## config.mk

```make
export PLATFORM = sky130hd
export DESIGN_NAME = tick_bcd_counter_flat
export DESIGN_NICKNAME = d
export VERILOG_FILES = /design/src/rtl/tick_bcd_counter_if.sv /design/src/rtl/tick_bcd_counter.sv /design/src/flat_wrapper.sv
export SDC_FILE = /design/constraint.sdc
export NUM_CORES = 1
export LEC_CHECK = 0
export ABC_AREA = 1
export CAP_MARGIN = 10
export CELL_PAD_IN_SITES_DETAIL_PLACEMENT = 1
export CELL_PAD_IN_SITES_GLOBAL_PLACEMENT = 1
export CORE_MARGIN = 4
export CORE_UTILIZATION = 34
export CTS_CLUSTER_DIAMETER = 40
export CTS_CLUSTER_SIZE = 28
export DETAILED_ROUTE_END_ITERATION = 6
export GPL_TIMING_DRIVEN = 0
export MAX_ROUTING_LAYER = met4
export PLACE_DENSITY = 0.79
export SLEW_MARGIN = 20
export SYNTH_ARGS = -nofsm -noshare
export SYNTH_HDL_FRONTEND = slang
export SYNTH_SLANG_ARGS = --single-unit
export TNS_END_PERCENT = 50
```

## constraint.sdc

```tcl
create_clock -name clk -period 1.2 [get_ports clk]
set_input_delay 0.3 -clock clk [delete_from_list [all_inputs] [get_ports clk]]
set_output_delay 0.3 -clock clk [all_outputs]
set_load 0.01 [all_outputs]
```

## src/rtl/tick_bcd_counter_if.sv

```systemverilog
// Bus between the prescaler-side driver and tick_bcd_counter: slow clock input,
// count controls, and the tick/bcd/carry results.
interface tick_bcd_counter_if #(
  parameter int DIGITS = 2
);
  logic                  clk_scaled;
  logic                  en;
  logic                  up;
  logic                  load;
  logic [4*DIGITS-1:0]   load_val;
  logic                  tick;
  logic [4*DIGITS-1:0]   bcd;
  logic                  carry;

  modport master (
    output clk_scaled, en, up, load, load_val,
    input  tick, bcd, carry
  );

  modport slave (
    input  clk_scaled, en, up, load, load_val,
    output tick, bcd, carry
  );
endinterface

```

## src/rtl/tick_bcd_counter.sv

```systemverilog
// Synchronises clk_scaled, turns its rising edges into one-cycle ticks and counts
// them in BCD. Define TICK_BCD_DOWN_EN to compile in the down-count/borrow path.
module tick_bcd_counter #(
  parameter int DIGITS      = 2,
  parameter int SYNC_STAGES = 2
) (
  input  logic               clk,
  input  logic               rst,
  tick_bcd_counter_if.slave  bus
);
  localparam int         W         = 4 * DIGITS;
  localparam logic [2:0] WARM_LAST = 3'(SYNC_STAGES);

  logic [SYNC_STAGES-1:0] sync_q;
  logic                   prev_q;
  logic                   armed_q;
  logic [2:0]             warm_cnt;
  logic                   tick_q;
  logic [W-1:0]           bcd_q;
  logic                   carry_q;

  logic [W-1:0]           inc_val;
  logic                   inc_wrap;
  logic [W-1:0]           load_clamped;
  logic [W-1:0]           next_val;
  logic                   next_wrap;

  // armed holds off edge detection until the chain and prev reflect the real
  // input level, so a high clk_scaled at reset release never fakes an edge.
  // NOTE: registered state uses non-blocking (<=) so every flop samples the
  // pre-edge value of its neighbours; blocking here would collapse the chain.
  always_ff @(posedge clk or posedge rst) begin
    if (rst) begin
      sync_q   <= '0;
      prev_q   <= 1'b0;
      armed_q  <= 1'b0;
      warm_cnt <= '0;
      tick_q   <= 1'b0;
    end else begin
      sync_q <= {sync_q[SYNC_STAGES-2:0], bus.clk_scaled};
      prev_q <= sync_q[SYNC_STAGES-1];
      tick_q <= sync_q[SYNC_STAGES-1] & ~prev_q & armed_q;
      if (!armed_q) begin
        if (warm_cnt == WARM_LAST) armed_q  <= 1'b1;
        else                       warm_cnt <= warm_cnt + 3'd1;
      end
    end
  end

  // NOTE: every always_comb output gets a default before any conditional
  // assignment; a path that skips an assignment would otherwise infer a latch.
  always_comb begin
    logic c;
    c       = 1'b1;
    inc_val = bcd_q;
    for (int i = 0; i < DIGITS; i++) begin
      if (c) begin
        if (bcd_q[4*i +: 4] == 4'd9) begin
          inc_val[4*i +: 4] = 4'd0;
        end else begin
          inc_val[4*i +: 4] = bcd_q[4*i +: 4] + 4'd1;
          c = 1'b0;
        end
      end
    end
    inc_wrap = c;
  end

  always_comb begin
    load_clamped = bus.load_val;
    for (int i = 0; i < DIGITS; i++) begin
      if (bus.load_val[4*i +: 4] > 4'd9) load_clamped[4*i +: 4] = 4'd9;
    end
  end

`ifdef TICK_BCD_DOWN_EN
  logic [W-1:0] dec_val;
  logic         dec_wrap;

  always_comb begin
    logic b;
    b       = 1'b1;
    dec_val = bcd_q;
    for (int i = 0; i < DIGITS; i++) begin
      if (b) begin
        if (bcd_q[4*i +: 4] == 4'd0) begin
          dec_val[4*i +: 4] = 4'd9;
        end else begin
          dec_val[4*i +: 4] = bcd_q[4*i +: 4] - 4'd1;
          b = 1'b0;
        end
      end
    end
    dec_wrap = b;
  end

  always_comb begin
    next_val  = bus.up ? inc_val  : dec_val;
    next_wrap = bus.up ? inc_wrap : dec_wrap;
  end
`else
  logic unused_up;
  assign unused_up = bus.up;

  always_comb begin
    next_val  = inc_val;
    next_wrap = inc_wrap;
  end
`endif

  // Load wins over a coincident tick, which is then simply lost.
  always_ff @(posedge clk or posedge rst) begin
    if (rst) begin
      bcd_q   <= '0;
      carry_q <= 1'b0;
    end else if (bus.load) begin
      bcd_q   <= load_clamped;
      carry_q <= 1'b0;
    end else if (tick_q && bus.en) begin
      bcd_q   <= next_val;
      carry_q <= next_wrap;
    end else begin
      carry_q <= 1'b0;
    end
  end

  assign bus.tick  = tick_q;
  assign bus.bcd   = bcd_q;
  assign bus.carry = carry_q;
endmodule

```

## src/flat_wrapper.sv

```systemverilog
// flat-port wrapper written by rule: the top's interface ports become plain ports
module tick_bcd_counter_flat 
#(
  parameter int DIGITS      = 2,
  parameter int SYNC_STAGES = 2
)
  (clk, rst, bus_clk_scaled, bus_en, bus_up, bus_load, bus_load_val, bus_tick, bus_bcd, bus_carry);
  tick_bcd_counter_if #(.DIGITS(DIGITS)) bus_i ();
  input  logic clk;
  input  logic rst;
  input wire logic [$bits(bus_i.clk_scaled)-1:0] bus_clk_scaled;
  input wire logic [$bits(bus_i.en)-1:0] bus_en;
  input wire logic [$bits(bus_i.up)-1:0] bus_up;
  input wire logic [$bits(bus_i.load)-1:0] bus_load;
  input wire logic [$bits(bus_i.load_val)-1:0] bus_load_val;
  output wire logic [$bits(bus_i.tick)-1:0] bus_tick;
  output wire logic [$bits(bus_i.bcd)-1:0] bus_bcd;
  output wire logic [$bits(bus_i.carry)-1:0] bus_carry;
  assign bus_i.clk_scaled = bus_clk_scaled;
  assign bus_i.en = bus_en;
  assign bus_i.up = bus_up;
  assign bus_i.load = bus_load;
  assign bus_i.load_val = bus_load_val;
  assign bus_tick = bus_i.tick;
  assign bus_bcd = bus_i.bcd;
  assign bus_carry = bus_i.carry;
  tick_bcd_counter #(.DIGITS(DIGITS), .SYNC_STAGES(SYNC_STAGES)) u_core (.clk(clk), .rst(rst), .bus(bus_i));
endmodule
```

==> impl_metrics.toml <==
[outcome]
status = "finished, violations left"
violations = "setup timing"

[floorplanning]
core-area_mm2 = 0.00252
die-area_mm2 = 0.00361
start_util_pct = 36.6
die-width_um = 60.1
fp.dieH_um = 60.1
std_cell_rows = 18
num_io_pins = 24

[yosys]
ys_seq_area_share_pct = 46.1
netlist_area_um2 = 922
syn_inst = 112
synth_fp_nets = 128
postSynthAreaPerCell_um2 = 8.23
ys_ff_latch = 17
synthDistinctLibCells = 24
synth_edf_count = 0
yosysWarnings = 0
async_flop_share_pct = 100
synthFlopType = "dfrtp_1"

[timing]
slew_viol_final = 0
clock.fmax_mhz = 802
finClkSkew_ns = 0.00314
rsz0062_at_grt = "yes"
hold_slack_ns = 0.365
hold_viol = 0
min_period_over_period_pct = 104
relSlewSlack_pct = 60.4
worst_pin_slew_ns = 0.594
finalSetupViolCount = 6
setup_ws_ns = -0.0474
min_period_ns = 1.25

[routing]
firstDrtPassIters = 4
ant_nets = 0
drtIter0Drc = 31
num_vias = 865
drc = 0
wl_um = 2600
post_drt_wl_per_cell_um = 14.5
viasPerCell = 4.83

[finish]
drive_gt1_share_pct = 34.2
fin_nets = 166
instances_no_fill = 179
fillers = 326
antenna_cells = 0
layout_common_cells = "23 x nand2_1, 15 x dfrtp_1, 11 x nand3_1, 11 x clkdlybuf4s50_1"
final_common_cell = "nand2_1"
area_delta_synth_final_pct = 42.7
final_area_mm2 = 0.00132

[worst_setup_path]
slowest_stage = "dfrtp_2"
r2r-start = "u_core.bus.bcd[2]"
ff2ff_setup_slack_ns = -0.04
worstPathRequired_ns = 0.90
crit_path_end_kind = "output pin"
critPathCapture = "bus_bcd[2]"
r2r_cells = 7
crit_start = "u_core.bus.bcd[2]"
cp_num_cells = 2
path_buf_inv = 2
cp.arrival_ns = 0.95
crit_chain = "buf_6 > buf_6"
critPathTopFamily = "flip-flops"
worstSetupPathType = "reg2out"
start_kind = "register"
slowest_delay_ns = 0.43
crit_fanout = 2
r2r-end = "u_core.bus.bcd[7]"
path_common_cell = "buf_6"

[pwr]
powerDensity_mw_per_mm2 = 1240
p_leak_nw = 0.659
ir_worst_vdd_v = 0.00102

[place]
portBuffers = 21
dpl.cell_count = 163
pre_cts_ws_ns = -0.261
post_dp_cell_area_mm2 = 0.00117
place.gp.congestion = 0.827
place_hpwl_um = 1820

[hold_path]
hold_class = "in2async"

[clocking]
cts_root_buf = "clkbuf_4"
clockBufferDepth = 2
cts_tree = "done"
cts_buffers = 3
clk_latency_ns = 0.29
cts.clk_slew.worst_paths_ns = 0.09
htree_levels = 1
postCtsHoldBufs = 0
cts.sinks = 17

[global_routing]
groute.usage.overall_pct = 15.7
grt-ovfl-total = 0
antenna_found_initial = 0
grt_pass1_wl_um = 4060
grt_max_degree = 18
grt_pass1_vias = 890

[job]
maxCapViolations = 0
==> worst register-to-register path, delay by kind of cell (launching register included) <==
kind	cells	cell delay (ns)
buf+inv	1	0.14
flops	1	0.43
simple gates	6	0.56
==> state kept, by name, indices dropped and copies added, names as in the netlist <==
| name | cells |
|---|---|
| u_core.bus.carry | 1 |
| u_core.sync_q | 2 |
| u_core.armed_q | 1 |
| u_core.bus.bcd | 8 |
| u_core.warm_cnt | 3 |
| u_core.prev_q | 1 |
| u_core.bus.tick | 1 |
==> through the flow <==
stage | setup TNS [ns] | power (mW) | utilization, %
5_1_grt | -0.856 | 1.75 | 52.2
6_report | -0.155 | 1.64 | 52.2
3_5_place_dp | -2.37 | 1.20 | 46.4
2_1_floorplan | 0 | 0.967 | -
3_3_place_gp | -1.99 | 1.18 | 46.4
4_1_cts | -0.0905 | 1.56 | 50.0
==> timing repair <==
item | CTS | global route
gates resized for setup | 45 | 19
buffers inserted | 10 | 2
setup endpoints to repair | 12 | 11
pin swaps | 2 | 6
==> metal layers <==
metal	routed length, µm	part of all wire (%)	vias to the layer above	GRT usage, %
li1	-	-	432	-
met1	1060	41	413	18.6
met2	1400	54	15	27.3
met3	100	3.9	5	1.30
met4	34	1.3	0	5.70
met5	0	0	-	-
==> cells in the mapped netlist, types with 2 or more instances <==
master / instances / area share (%)
o21ai_1: 3 / 1.6
inv_1: 12 / 4.9
a21oi_1: 2 / 1.1
ha_1: 2 / 2.7
dfrtp_1: 17 / 46
xor2_1: 3 / 2.8
nand2_2: 2 / 1.4
nand2_1: 26 / 11
nor2_2: 2 / 1.4
nand3_1: 11 / 6.0
nor2_1: 12 / 4.9
o21ai_0: 8 / 4.3
==> final cells by class <==
cell class | instances | area [µm²] | share of cell area, %
plain buffers | 1 | 11.3 | 0.856
clock buffers | 3 | 22.5 | 1.71
clock inverters | 1 | 5.00 | 0.380
inverters | 15 | 66.3 | 5.04
multi-input cells | 79 | 482 | 36.6
flip-flops and latches | 17 | 428 | 32.5
well taps | 30 | 37.5 | 2.85
repair buffers | 33 | 264 | 20.1
==> report_power, final <==
part / leakage, nW / switching (mW) / internal, mW
Combinational: 0.438 / 0.372 / 0.295
Clock: 0.0177 / 0.171 / 0.124
Sequential: 0.203 / 0.0385 / 0.636
Total: 0.659 / 0.582 / 1.05
==> kinds of logic after synthesis <==
logic type / synth area share [%]
AOI/OAI and AO/OA: 10.6
DFF: 46.1
buffers and inverters: 8.14
xor gates and xnor gates: 2.85
adders and majority gates: 2.71
and+or+nand+nor: 29.6
==> worst min-delay path by stage <==
stage                startpoint                 end  slack, ns  cells past startpoint
6_report                    rst  u_core.warm_cnt[2]       0.36                      2
3_5_place_dp   u_core.sync_q[0]    u_core.sync_q[1]       0.36                      0
4_1_cts                bus_load   u_core.bus.bcd[0]       0.37                      3
5_1_grt        u_core.sync_q[0]    u_core.sync_q[1]       0.39                      0
2_1_floorplan               rst      u_core.armed_q       0.23                      1
3_3_place_gp   u_core.sync_q[0]    u_core.sync_q[1]       0.34                      0
(Power assumes the default switching activity.)
